### src/rtl/fetch_pkg.sv
// Shared types and constants for the instruction fetch unit.
package fetch_pkg;

  // Canonical RISC-V NOP (addi x0, x0, 0), shown on the decode port when empty.
  localparam logic [31:0] NOP_INSTR = 32'h0000_0013;

  // First fetch address after reset unless the top is parameterised otherwise.
  localparam logic [31:0] DEFAULT_RESET_PC = 32'h0000_0000;

  // Depth of the fetched-entry buffer; this release supports exactly 2.
  localparam int DEFAULT_FIFO_DEPTH = 2;

  // One fetched instruction together with the address it came from.
  typedef struct packed {
    logic [31:0] pc;
    logic [31:0] instr;
  } fetch_entry_t;

  // Value held in empty FIFO slots so the decode port shows pc=0 / NOP.
  localparam fetch_entry_t NOP_ENTRY = '{pc: 32'h0000_0000, instr: NOP_INSTR};

endpackage : fetch_pkg

### src/rtl/fetch_fifo.sv
// Two-entry shift-style FIFO of fetched {pc, instr} entries.
// Slot 0 is always the head, so the head is a plain register with no
// read mux in front of the decode stage.
module fetch_fifo
  import fetch_pkg::*;
#(
  parameter int DEPTH = DEFAULT_FIFO_DEPTH
) (
  input  logic         clk,
  input  logic         reset,
  input  logic         push,
  input  fetch_entry_t push_entry,
  input  logic         pop,
  input  logic         flush,
  output fetch_entry_t head,
  output logic [1:0]   occupancy
);

  localparam logic [1:0] DEPTH_L = 2'(DEPTH);

  fetch_entry_t slot0_q, slot0_d;
  fetch_entry_t slot1_q, slot1_d;
  logic [1:0]   occ_q, occ_d;
  logic         pop_ok;

  // A pop on an empty buffer is meaningless; drop it here so callers need not care.
  assign pop_ok = pop && (occ_q != 2'd0);

  // Next-state: flush wins, otherwise shift toward slot 0 on pop and fill the first free slot on push.
  always_comb begin
    slot0_d = slot0_q;
    slot1_d = slot1_q;
    occ_d   = occ_q;
    if (flush) begin
      slot0_d = NOP_ENTRY;
      slot1_d = NOP_ENTRY;
      occ_d   = 2'd0;
    end else begin
      unique case ({push, pop_ok})
        2'b10: begin
          if (occ_q == 2'd0) begin
            slot0_d = push_entry;
            occ_d   = 2'd1;
          end else if (occ_q == 2'd1) begin
            slot1_d = push_entry;
            occ_d   = 2'd2;
          end
        end
        2'b01: begin
          slot0_d = slot1_q;
          slot1_d = NOP_ENTRY;
          occ_d   = occ_q - 2'd1;
        end
        2'b11: begin
          // Simultaneous push and pop keeps the count; the new entry lands behind any survivor.
          if (occ_q == 2'd2) begin
            slot0_d = slot1_q;
            slot1_d = push_entry;
          end else begin
            slot0_d = push_entry;
          end
        end
        default: ;
      endcase
    end
  end

  // Storage and count registers, cleared asynchronously so reset empties the buffer at once.
  always_ff @(posedge clk or negedge reset) begin
    if (!reset) begin
      slot0_q <= NOP_ENTRY;
      slot1_q <= NOP_ENTRY;
      occ_q   <= 2'd0;
    end else begin
      slot0_q <= slot0_d;
      slot1_q <= slot1_d;
      occ_q   <= occ_d;
    end
  end

  assign head      = slot0_q;
  assign occupancy = occ_q;

  // The issue credit check upstream must never let a push arrive with no room.
  a_no_overflow : assert property (
    @(posedge clk) disable iff (!reset)
      !(push && !flush && !pop_ok && (occ_q == DEPTH_L))
  );

endmodule : fetch_fifo

### src/rtl/fetch_unit.sv
// Instruction fetch front end: issues sequential fetches to a one-cycle
// latency instruction memory, buffers returned words, and hands them to
// decode over a valid/ready port. Redirects flush everything in flight.
module fetch_unit
  import fetch_pkg::*;
#(
  parameter logic [31:0] RESET_PC   = DEFAULT_RESET_PC,
  parameter int          FIFO_DEPTH = DEFAULT_FIFO_DEPTH
) (
  input  logic        clk,
  input  logic        reset,
  output logic [31:0] imem_pc,
  input  logic [31:0] imem_instr,
  input  logic        redirect_valid,
  input  logic [31:0] redirect_pc,
  output logic        id_valid,
  input  logic        id_ready,
  output logic [31:0] id_pc,
  output logic [31:0] id_instr,
  output logic        misaligned_err
);

  localparam logic [2:0] DEPTH_L = 3'(FIFO_DEPTH);

  logic [31:0]  fetch_pc_q, fetch_pc_d;
  logic         inflight_q, inflight_d;
  logic [31:0]  inflight_pc_q, inflight_pc_d;
  logic         misaligned_q, misaligned_d;

  logic [1:0]   occupancy;
  fetch_entry_t head;
  fetch_entry_t push_entry;
  logic         pop;
  logic         push;
  logic         issue;
  logic [2:0]   credit_used;

  // Credit logic: a new fetch may only issue if its word is guaranteed a FIFO slot
  // one cycle later, counting buffered entries, the word in flight and this cycle's pop.
  always_comb begin
    pop         = id_valid && id_ready;
    push        = inflight_q && !redirect_valid;
    credit_used = {1'b0, occupancy} + {2'b00, inflight_q};
    issue       = !redirect_valid && (credit_used < (DEPTH_L + {2'b00, pop}));
    push_entry  = '{pc: inflight_pc_q, instr: imem_instr};
  end

  // Next fetch state: redirect overrides everything, otherwise advance on issue.
  always_comb begin
    fetch_pc_d    = fetch_pc_q;
    inflight_d    = 1'b0;
    inflight_pc_d = inflight_pc_q;
    misaligned_d  = redirect_valid && (redirect_pc[1:0] != 2'b00);
    if (redirect_valid) begin
      // Low address bits are dropped; the misalignment is reported, not trapped here.
      fetch_pc_d = {redirect_pc[31:2], 2'b00};
    end else if (issue) begin
      inflight_d    = 1'b1;
      inflight_pc_d = fetch_pc_q;
      fetch_pc_d    = fetch_pc_q + 32'd4;
    end
  end

  // Fetch PC, in-flight tracking and the misalignment pulse register.
  always_ff @(posedge clk or negedge reset) begin
    if (!reset) begin
      fetch_pc_q    <= RESET_PC;
      inflight_q    <= 1'b0;
      inflight_pc_q <= RESET_PC;
      misaligned_q  <= 1'b0;
    end else begin
      fetch_pc_q    <= fetch_pc_d;
      inflight_q    <= inflight_d;
      inflight_pc_q <= inflight_pc_d;
      misaligned_q  <= misaligned_d;
    end
  end

  fetch_fifo #(
    .DEPTH (FIFO_DEPTH)
  ) u_fifo (
    .clk        (clk),
    .reset      (reset),
    .push       (push),
    .push_entry (push_entry),
    .pop        (pop),
    .flush      (redirect_valid),
    .head       (head),
    .occupancy  (occupancy)
  );

  assign imem_pc        = fetch_pc_q;
  assign id_valid       = (occupancy != 2'd0);
  assign id_pc          = head.pc;
  assign id_instr       = head.instr;
  assign misaligned_err = misaligned_q;

endmodule : fetch_unit
### config.mk
export PLATFORM = sky130hd
export DESIGN_NAME = fetch_unit
export DESIGN_NICKNAME = d
export VERILOG_FILES = /design/src/rtl/fetch_pkg.sv /design/src/rtl/fetch_fifo.sv /design/src/rtl/fetch_unit.sv
export SDC_FILE = /design/constraint.sdc
export NUM_CORES = 1
export LEC_CHECK = 0
export CORE_MARGIN = 3
export CORE_UTILIZATION = 25
export DETAILED_ROUTE_END_ITERATION = 10
export PLACE_DENSITY_LB_ADDON = 0.1
export SLEW_MARGIN = 20
export SYNTH_ARGS = -nofsm -noshare
export SYNTH_HDL_FRONTEND = slang
export SYNTH_HIERARCHICAL = 1
export SYNTH_SLANG_ARGS = --single-unit
### constraint.sdc
create_clock -name clk -period 6.19 [get_ports clk]
set_input_delay 0.9285 -clock clk [delete_from_list [all_inputs] [get_ports clk]]
set_output_delay 0.9285 -clock clk [all_outputs]
set_load 0.01 [all_outputs]
Word level (Yosys, flattened, before mapping) --
Cells that the tools add are included.
Storage, ports and cells: register bits after elaboration 196, output and inout port bits 98
Operators by class: reductions and logical operators 16, mux-type cells 17, eq/ne operators 10, bitwise logic cells 1, add/subtract/negate cells 4, order comparisons 1
Operators by type and width (number):
- $mux W64 | 7
- $pmux W64 S3 | 2
- $mux W32 | 2
- $add A32 B3 Y32 const B | 1
- $ne A3 B2 Y1 const B | 3
- $eq A2 B2 Y1 const B | 3
- $mux W2 | 3
- $reduce_and A2 Y1 | 3
- $reduce_bool A2 Y1 | 3
- $logic_and A1 B1 Y1 | 5
- $eq A2 B1 Y1 const B | 2
- $ne A4 B2 Y1 const B | 1
- $pmux W2 S2 | 1
- $reduce_and A4 Y1 | 1
- $reduce_bool A4 Y1 | 1
- $add A2 B1 Y3 | 1
- $add A2 B1 Y3 const A | 1
- $lt A3 B3 Y1 | 1
- $ne A3 B3 Y1 const B | 1
- $reduce_bool A3 Y1 | 1
- $logic_not A2 Y1 | 1
- $mux W1 | 2
- $sub A2 B1 Y2 const B | 1
- $logic_not A1 Y1 | 1
- $not A1 Y1 | 1

Depth between registers and ports, before layout --
Gate-level depths: netlist of run 1.
depth after elaboration 7, depth in mapped cells 10

Cells and area by module --
Netlist of run 1, hierarchy kept.
By module, submodules not included:
- fetch_fifo | sequential area each 3260.6 um2, cells each 687, instances 1, area each 7068.0 um2
- fetch_unit | sequential area each 1551.5 um2, cells each 274, instances 1, area each 3009.1 um2

Worst setup path before layout of run 1 --
OpenSTA, ideal clock, no wires.
kind input to register, from input redirect_valid, to register u_fifo/slot1_q[54] (netlist name), setup time 0.078 ns, cell stages on the path 9, setup slack 3.454 ns, buffers on the path 3, arrival 2.658 ns, cell sequence clkbuf_1 > nor2b_1 > ha_1 > nor2_1 > a221o_1 > buf_2 > clkbuf_1 > nand2_1 > a21oi_1
Between the ends: longest elaborated chain between the ends 5
Ends and longest elaborated chain:
- from (decl) | RTL line fetch_unit.sv:14 | input logic redirect_valid,
- $logic_not A1 Y1 * | RTL line fetch_unit.sv:42 | push = inflight_q && !redirect_valid;
- $logic_and A1 B1 Y1 * | RTL line fetch_unit.sv:42
- named net push | RTL line fetch_unit.sv:34 | logic push;
- $eq A2 B2 Y1 / $eq A2 B1 Y1 (equally long branches) | RTL line fetch_fifo.sv:39 | unique case ({push, pop_ok})
- $ne A3 B2 Y1 (no line) (tied with other cells)
- $reduce_and A4 Y1 (no line) / $mux W64 (equally long branches)
- to (signal assigned) | RTL line fetch_fifo.sv:76 | slot1_q <= slot1_d;
- to (decl) | RTL line fetch_fifo.sv:22 | fetch_entry_t slot1_q, slot1_d;
The timed path passes the listed nets; every way through them passes the cells marked *. A chain may end at the register's enable or synchronous reset.

Worst setup path after layout of run 1 --
from input id_ready, to register u_fifo.slot0_q (netlist bit u_fifo/head[10])
Between the ends: longest elaborated chain between the ends 5
Ends and longest elaborated chain:
- from (decl) | RTL line fetch_unit.sv:17 | input logic id_ready,
- $logic_and A1 B1 Y1 * | RTL line fetch_unit.sv:41 | pop = id_valid && id_ready;
- named net pop | RTL line fetch_unit.sv:33 | logic pop;
- $logic_and A1 B1 Y1 * | RTL line fetch_fifo.sv:27 | assign pop_ok = pop && (occ_q != 2'd0);
- $eq A2 B2 Y1 / $eq A2 B1 Y1 (equally long branches) | RTL line fetch_fifo.sv:39
- $pmux W64 S3 (tied with other cells) | RTL line fetch_fifo.sv:39
- $mux W64 / $reduce_and A2 Y1 (equally long branches)
- to (signal assigned) | RTL line fetch_fifo.sv:75 | slot0_q <= slot0_d;
- to (decl) | RTL line fetch_fifo.sv:21 | fetch_entry_t slot0_q, slot0_d;
Marked as above.

==> results of run 1 <==
==> cell families after synthesis <==
| logic type | Yosys count | synth area share |
|---|---|---|
| DFF | 192 | 0.478 |
| xor gates and xnor gates | 23 | 0.0200 |
| other | 1 | 0.000372 |
| buffers and inverters | 100 | 0.0454 |
| and+or+nand+nor | 237 | 0.131 |
| adders and majority gates | 13 | 0.0161 |
| AOI/OAI and AO/OA | 299 | 0.203 |
| muxes | 96 | 0.107 |
==> area by class of cell <==
cell class,instances,area (sq um)
Fill cell,4033,26400
Multi-Input combinational cell,676,4860
Sequential cell,192,4810
Timing Repair Buffer,179,1770
Tap cell,518,648
Clock buffer,21,460
Clock inverter,10,160
Inverter,15,56.3
==> worst max-delay path, delay by kind of cell <==
family | cells | cell delay [ns]
adder cells (fa/ha/maj) | 1 | 0.61
AND/OR/NAND/NOR | 3 | 1.41
buffers and inverters | 3 | 1.00
AO/OA/AOI/OAI | 2 | 0.32
==> registers in the layout, indices dropped and copies added, names as in the netlist <==
name	cells
u_fifo/slot1_q	64
imem_pc	30
misaligned_err	1
inflight_pc_q	30
u_fifo/head	64
inflight_q	1
u_fifo/occupancy	2
==> path summary, 6_finish.rpt <==
check	startpoint	end	slack, ns
hold / removal	u_fifo/head[1]	u_fifo/head[1]	0.47
min in group asynchronous	reset	u_fifo/slot1_q[6]	0.49
hold reg to reg	u_fifo/head[1]	u_fifo/head[1]	0.47
max in group asynchronous	reset	u_fifo/head[29]	4.54
setup / recovery	id_ready	u_fifo/head[10]	2.26
setup reg to reg	u_fifo/occupancy[0]	u_fifo/head[10]	2.66
==> layer usage <==
| metal | global-route usage | wire [um] |
|---|---|---|
| met1 | 0.225 | 15800 |
| met2 | 0.232 | 14400 |
| met3 | 0.0328 | 1570 |
| met4 | 0.0352 | 409 |
| met5 | 0 | 0 |
==> power by group <==
group	leakage (nW)	switching [mW]	internal, mW
clock network	0.291	0.512	0.695
registers	2.50	0.150	1.39
logic	2.36	0.366	0.379
==> through the flow <==
step           hold WS, ns  instances  cell area [sq um]  total power, mW  setup slack, ns
5_1_grt              0.494       1611              12800             3.69             2.07
3_3_place_gp         0.455       1580              12100             2.32             1.82
2_1_floorplan        0.467        968              10100             1.96             3.45
3_5_place_dp         0.462       1580              12100             2.32             1.79
4_1_cts              0.472       1611              12800             3.55             2.27
6_report             0.467       1611              12800             3.50             2.26
==> cell usage in the layout (no fill, tap or decap), types with 4 or more instances in the layout <==
cell type,count
a22o_1,60
nor3_1,4
nand4_1,13
conb_1,8
xnor2_1,8
clkinvlp_4,4
o31ai_1,4
xor2_1,15
o21ai_0,26
nand2_1,94
ha_2,4
inv_1,13
nor2b_1,6
o2bb2ai_1,62
ha_1,9
dfstp_2,6
nand3b_1,61
a31oi_1,5
clkbuf_16,17
mux2_2,93
dfrtp_1,186
nand3_1,10
bufinv_16,4
a21oi_1,122
buf_4,16
and4_1,4
clkdlybuf4s50_1,161
and3_2,4
nor2_1,15
==> results.ini, run 1 <==
[logic_synthesis]
yosys.area.top_type = dfrtp_1
yosys_warnings = 6
synth_area_leaders = dfrtp_1, mux2_2, a21oi_1, o2bb2ai_1, a22o_1
synth_area_sq_um = 10100
async_flop_share = 1.00
synth_flop_cell = dfrtp_1
yosysSeqAreaShare = 0.478
synth.distinct_cells = 57
postSynthCellCount = 961
post-synth-top-count-cell = dfrtp_1
synth_common_cells = dfrtp_1, a21oi_1, nand2_1
synth_edf_count = 0
synth_top_area_frac = 0.462
syn_area_per_cell_sq_um = 10.5
yosys_register_bits = 192

[clock_network]
root_buffer = clkbuf_16
clk_pin_slew_ns = 0.07
cts.sinks = 192
cts_setup_buffers = 0
ctsResizeCount = 0
ctsLongestPathBuffers = 2
cts_buffers = 17
h-tree-depth = 4
clock_latency_ns = 0.44
cts_tree = yes
hold_buffers = 0

[run]
drv_cap = 0

[worst_setup_path]
required_ns = 6.55
crit_fanout = 41
crit_path_cell_trace = clkdlybuf4s50_1, o21ai_0, inv_1, nor2b_1, ha_2, nor2_1, or3_2, buf_4, o2bb2ai_1
rr_worst_depth = 8
end_kind = register
startpoint_type = input port
path_class = in2reg
slowest_stage = or3_2
worstPathArrival_ns = 4.29
max_stage_delay_ns = 0.87

[power_and_ir_drop]
peakVddDrop_mv = 0.180
p_per_area_nw_per_um2 = 274
power_leakage_nw = 5.14

[timing]
tightest_slew_ns = 0.960
fin_crit_sh = 0.634
finClkSkew_ns = 0.0103
rsz0062_at_grt = false
setup_viol = 0
slew_headroom = 0.360
max_freq_mhz = 255
slew_violations = 0
period_minus_slack_ns = 3.93
finalHoldViolCount = 0
fin_tns_setup_ns = 0

[floorplanning]
num_rows = 72
coreArea_sq_um = 39200
pin_count = 166
die_area_sq_um = 42800
dieWidth_um = 207
die_h_um = 207
start_util = 0.257

[cells_and_area]
antenna_cells = 0
drive_above_1_share = 0.154
final_util = 0.326
area_growth_pct = 26.6
nets = 1162

[hold_path]
holdPathStages = 2
hp-class = reg2reg

[place]
numPortBuffers = 163
place_hpwl_um = 19600
gp_congestion = 0.721

[detailed_routing]
totalWireLength_um = 32200
postRouteAntennaNets = 0
num_vias = 7943
post-route-drc-count = 0
first_pass_iters = 4
wl_per_cell_um = 20.0
viasPerCell = 4.93
drt_iter0_markers = 375

[grt]
grt_pass1_vias = 8208
antenna_found_initial = 0
grt_overflow_total = 0
grt_max_degree = 121
grt_pass1_wl_um = 50900
grt.total_usage = 0.154

[run_status]
status = complete, no violations

Note: power is estimated with default switching activity, not from simulation.
==> inputs of run 2 (changes only) <==
==> constraint.sdc (replaced) <==
create_clock -name clk -period 3.6 [get_ports clk]
set_input_delay 0.54 -clock clk [delete_from_list [all_inputs] [get_ports clk]]
set_output_delay 0.54 -clock clk [all_outputs]
set_load 0.01 [all_outputs]
==> run 2 against run 1 <==
  * Total power grew 72%
  * Sequential cell count is the same
  * Sequential share of layout area shrank 0.48 points
  * Cell count grew 0.81%
  * Worst hold slack lost 0.40 ns
  * Clock power grew 71%
  * Die area is the same
  * Combinational power grew 74%
  * Critical endpoint is now u_fifo/head[1]
==> results.ini, run 2 (synthesized netlist as in run 1, its figures left out) <==
[detailed_routing]
wl_per_cell_um = 19.7  ; -1.6%
postRouteAntennaNets = 0  ; unchanged
viasPerCell = 4.84  ; -1.8%
post-route-drc-count = 0  ; unchanged
first_pass_iters = 5  ; +1
totalWireLength_um = 31900  ; -0.78%
drt_iter0_markers = 365  ; -2.7%
num_vias = 7861  ; -1.0%

[floorplanning]
pin_count = 166  ; unchanged
die_area_sq_um = 42800  ; unchanged
die_h_um = 207  ; unchanged
dieWidth_um = 207  ; unchanged
start_util = 0.257  ; unchanged
num_rows = 72  ; unchanged
coreArea_sq_um = 39200  ; unchanged

[timing]
tightest_slew_ns = 0.881  ; -0.0783 ns
period_minus_slack_ns = 2.84
hold_ws_ns = 0.0645  ; -0.402 ns
fin_tns_setup_ns = 0  ; unchanged
slew_headroom = 0.412  ; +0.0522
rsz0062_at_grt = false
finClkSkew_ns = 0.0110  ; +0.000675 ns
setup_viol = 0  ; unchanged
slew_violations = 0  ; unchanged
fin_crit_sh = 0.790
finalHoldViolCount = 0  ; unchanged
max_freq_mhz = 352

[worst_setup_path]
crit_path_cell_trace = inv_1, ha_1, nor2b_1, inv_1, ha_1, nor2b_1, or3_2, buf_4, a221oi_1, a21oi_1
critical-path-top-delay-family = simple AND/OR/NAND/NOR gates
path_class = reg2reg
startpoint_type = register
slowest_stage = or3_2
max_stage_delay_ns = 0.47  ; -0.40 ns
worstPathArrival_ns = 3.21  ; -1.08 ns
crit_fanout = 23  ; -44%
critPathBufInv = 3  ; unchanged
required_ns = 3.97  ; -2.58 ns
reg2reg_setup_slack_ns = 0.76  ; -1.90 ns
end_kind = register

[cells_and_area]
final_cell_mix = dfrtp_1, clkdlybuf4s50_1, a21oi_1
drive_above_1_share = 0.165  ; +0.0118
fill_cells = 4047  ; +0.35%
antenna_cells = 0  ; unchanged
final_common_cell = dfrtp_1
area_growth_pct = 28.3
instances_no_fill = 1624  ; +0.81%
nets = 1175  ; +1.1%

[clock_network]
clk_pin_slew_ns = 0.07  ; about the same
hold_buffers = 0  ; unchanged
cts_buffers = 17  ; unchanged
clock_latency_ns = 0.45  ; about the same
ctsResizeCount = 0  ; unchanged
cts.sinks = 192  ; unchanged
root_buffer = clkbuf_16
cts_tree = yes
ctsLongestPathBuffers = 2  ; unchanged
h-tree-depth = 4  ; unchanged
cts_setup_buffers = 0  ; unchanged

[grt]
antenna_found_initial = 0  ; unchanged
grt_overflow_total = 0  ; unchanged
grt.total_usage = 0.152  ; -0.00169
grt_pass1_wl_um = 50100  ; -1.5%
grt_pass1_vias = 8208  ; unchanged
grt_max_degree = 67  ; -45%

[run]
drv_cap = 0  ; unchanged

[place]
numPortBuffers = 163  ; unchanged
dp.cells = 1593  ; +0.82%
place_hpwl_um = 20100  ; +2.9%
gp_congestion = 0.717  ; -0.54%

[power_and_ir_drop]
peakVddDrop_mv = 0.267  ; +49%
power_mw = 6.02  ; +72%
p_per_area_nw_per_um2 = 466  ; +70%
power_leakage_nw = 5.24  ; +1.9%

[run_status]
status = complete, no violations

[hold_path]
hp-class = in2async

## run 2: cell count changes in the layout (fill, tap and decap cells not counted), sizes merged
| cell | previous run | this run |
|---|---|---|
| buf | 17 | 30 |
| clkbuf | 22 | 19 |
| clkinv | 3 | 6 |
| clkinvlp | 4 | 2 |
| inv | 14 | 16 |
## run 2: stage by stage
| stage | utilization | setup slack (ns) | area [sq um] |
|---|---|---|---|
| floorplan | - | 1.25 | 10100 |
| global placement | 0.314 | 0.368 | 12300 |
| detailed placement | 0.314 | 0.335 | 12300 |
| CTS | 0.330 | 0.765 | 12900 |
| global route | 0.330 | 0.570 | 12900 |
| finish | 0.330 | 0.756 | 12900 |
## run 2: power breakdown
part	internal (mW)	total, mW	leakage (nW)	switching [mW]
clock network	1.18	2.07	0.303	0.890
logic	0.673	1.30	2.44	0.629
registers	2.40	2.65	2.50	0.255
## run 2: worst reg2reg max path, cell delays in order (launching register included)
cell	delay, ns
dfrtp_1	0.45
inv_1	0.14
ha_1	0.27
nor2b_1	0.35
inv_1	0.12
ha_1	0.19
nor2b_1	0.15
or3_2	0.47
buf_4	0.25
a221oi_1	0.30
a21oi_1	0.07
## run 2: path summary, 6_finish.rpt
| path | startpoint | to | cells past startpoint |
|---|---|---|---|
| max in group asynchronous | reset | u_fifo/head[29] | 2 |
| worst max-delay path | u_fifo/occupancy[0] | u_fifo/head[1] | 10 |
| worst max register to register | u_fifo/occupancy[0] | u_fifo/head[1] | 10 |
| min in group clk | u_fifo/head[1] | u_fifo/head[1] | 2 |
| worst min-delay path | reset | u_fifo/head[6] | 1 |
| worst min register to register | u_fifo/head[1] | u_fifo/head[1] | 2 |
## run 2: cell type report
class	instances	area, sq um	area share
Clock inverter	13	185	0.0143
Clock buffer	18	439	0.0340
Sequential cell	192	4810	0.372
Multi-Input combinational cell	676	4860	0.376
Timing Repair Buffer	192	1930	0.149
Inverter	15	56.3	0.00436
Tap cell	518	648	0.0501
## run 2: layer usage
layer	wire length, um	up-vias	part of all wire	GRT usage
met2	14400	162	0.45	0.237
met5	0	-	0	0
li1	-	3801	-	-
met1	16100	3881	0.50	0.220
met3	1200	17	0.038	0.0249
met4	300	0	0.0094	0.0376
==> inputs of run 3 (changes only) <==
==> constraint.sdc (replaced) <==
create_clock -name clk -period 2.4 [get_ports clk]
set_input_delay 0.36 -clock clk [delete_from_list [all_inputs] [get_ports clk]]
set_output_delay 0.36 -clock clk [all_outputs]
set_load 0.01 [all_outputs]
==> run 3 against run 2 <==
  * Via count grew 4.6%
  * Critical path depth rose by 2
  * Register-to-register slack got worse by 0.69 ns
  * Non-clock buffer count grew 55
  * Cell count is 3.3% higher
  * Total power increased by 51%
  * Clock power increased by 38%
  * Worst hold slack better by 0.34 ns
  * Critical endpoint is now u_fifo/slot1_q[22]
  * Largest power group unchanged
==> results.ini, run 3 (synthesized netlist as in run 1, its figures left out) <==
[power_and_ir_drop]
power_mw = 9.08  ; +51%
peakVddDrop_mv = 0.506  ; +90%
power_leakage_nw = 5.60  ; +6.8%
p_per_area_nw_per_um2 = 664  ; +43%

[floorplanning]
die_h_um = 207  ; unchanged
dieWidth_um = 207  ; unchanged
start_util = 0.257  ; unchanged
coreArea_sq_um = 39200  ; unchanged
die_area_sq_um = 42800  ; unchanged
pin_count = 166  ; unchanged
num_rows = 72  ; unchanged

[timing]
period_minus_slack_ns = 2.33  ; -0.509 ns
slew_violations = 0  ; unchanged
setup_viol = 0  ; unchanged
tightest_slew_ns = 0.918  ; +0.0366 ns
slew_headroom = 0.388  ; -0.0244
setup_ws_ns = 0.0651  ; -0.691 ns
finClkSkew_ns = 0.00940  ; -0.00157 ns
fin_crit_sh = 0.973  ; +0.183
max_freq_mhz = 428  ; +22%
finalHoldViolCount = 0  ; unchanged

[cells_and_area]
drive_above_1_share = 0.212  ; +0.0468
final_cell_mix = dfrtp_1, clkdlybuf4s50_1, a21oi_1
area_growth_pct = 35.6
instances_no_fill = 1677  ; +3.3%
antenna_cells = 0  ; unchanged
final_common_cell = dfrtp_1
nets = 1230  ; +4.7%

[grt]
grt_pass1_vias = 8240  ; +0.39%
grt.total_usage = 0.155  ; +0.00298
grt_overflow_total = 0  ; unchanged
antenna_found_initial = 1  ; +1
grt_max_degree = 66  ; -1.5%
grt_pass1_wl_um = 50700  ; +1.2%

[worst_setup_path]
cpMostUsedCell = buf_6
critical-path-top-delay-family = buffers and inverters
r2r_start = u_fifo/occupancy[0]
startpoint_type = register
worstPathArrival_ns = 2.69  ; -0.52 ns
max_stage_delay_ns = 0.43  ; -0.04 ns
cp.depth = 12  ; +2
critPathBufInv = 5  ; +2
reg2reg_setup_slack_ns = 0.07  ; -0.69 ns
crit_fanout = 11  ; -52%
end_kind = register
required_ns = 2.75  ; -1.22 ns
crit_path_cell_trace = o21ai_2, inv_1, nor2b_4, buf_6, ha_4, nor2_2, buf_4, a221oi_4, buf_6, clkbuf_16, nand3b_1, a21oi_1
rr_worst_depth = 12  ; +2
path_class = reg2reg
reg2reg_to = u_fifo/slot1_q[22]
slowest_stage = dfrtp_1

[place]
dp_slack_ns = -0.294  ; -0.629 ns
numPortBuffers = 163  ; unchanged
gp_congestion = 0.759  ; +5.8%
place_hpwl_um = 21100  ; +4.9%
dp.cells = 1632  ; +2.4%

[detailed_routing]
drt_iter0_markers = 400  ; +9.6%
first_pass_iters = 4  ; -1
post-route-drc-count = 0  ; unchanged
postRouteAntennaNets = 0  ; unchanged
totalWireLength_um = 33800  ; +5.8%
num_vias = 8222  ; +4.6%
viasPerCell = 4.90  ; +1.3%
wl_per_cell_um = 20.1  ; +2.5%

[clock_network]
cts_buffers = 17  ; unchanged
cts_tree = yes
clk_pin_slew_ns = 0.07  ; about the same
ctsLongestPathBuffers = 2  ; unchanged
root_buffer = clkbuf_16
h-tree-depth = 4  ; unchanged
cts.sinks = 192  ; unchanged
clock_latency_ns = 0.44  ; about the same

[hold_path]
hp-class = in2async

[run]
drv_cap = 0  ; unchanged

[run_status]
status = complete, no violations

[run 3: cell type report]
| type | instances | area [sq um] |
|---|---|---|
| Clock buffer | 21 | 450 |
| Inverter | 15 | 56.3 |
| Clock inverter | 8 | 108 |
| Timing Repair Buffer | 247 | 2650 |
| Fill cell | 3963 | 25500 |
| Multi-Input combinational cell | 676 | 4940 |
| Sequential cell | 192 | 4810 |
| Tap cell | 518 | 648 |
[run 3: worst reg2reg max path, cell delays in order (launching register included)]
cell and delay [ns]:
dfrtp_1 0.43, o21ai_2 0.15, inv_1 0.06, nor2b_4 0.14, buf_6 0.13, ha_4 0.26
nor2_2 0.04, buf_4 0.14, a221oi_4 0.29, buf_6 0.20, clkbuf_16 0.19, nand3b_1 0.09
a21oi_1 0.16
[run 3: worst max-delay path by stage]
stage                              startpoint                 end  slack, ns
after global placement               id_ready      u_fifo/head[0]      -0.25
after detailed placement             id_ready  u_fifo/slot1_q[20]      -0.29
after global routing      u_fifo/occupancy[0]  u_fifo/slot1_q[22]      -0.01
after CTS                 u_fifo/occupancy[0]  u_fifo/slot1_q[63]       0.02
after floorplan           u_fifo/occupancy[0]  u_fifo/slot1_q[54]       0.07
final                     u_fifo/occupancy[0]  u_fifo/slot1_q[22]       0.07
[run 3: through the flow]
step,hold slack (ns),setup TNS [ns],util,instance area [sq um]
final,0.408,0,0.349,13700
after global routing,0.405,-0.0169,0.349,13700
after CTS,0.398,0,0.343,13500
after detailed placement,0.299,-31.84,0.326,12800
after global placement,0.300,-28.35,0.326,12800
after floorplan,0.0644,0,-,10100
[run 3: repair_timing]
action | 4_1_cts | 5_1_grt
hold buffers | 1 | 0
gates resized for setup | 6 | 19
setup buffers | 6 | 4
setup endpoints to repair | 54 | 115
hold endpoints to repair | 28 | 0
pin swaps | 2 | 23
cloned | 2 | 4
[run 3: per-layer routing]
metal	share of wire	track usage	up-vias
li1	-	-	3927
met2	0.46	0.240	180
met5	0.00059	0	-
met1	0.49	0.227	4099
met3	0.043	0.0307	14
met4	0.0083	0.0294	2
[run 3: power breakdown]
group	internal, mW	switching [mW]	leakage, nW
registers	3.59	0.360	2.50
clock network	1.56	1.30	0.270
logic	1.21	1.05	2.83
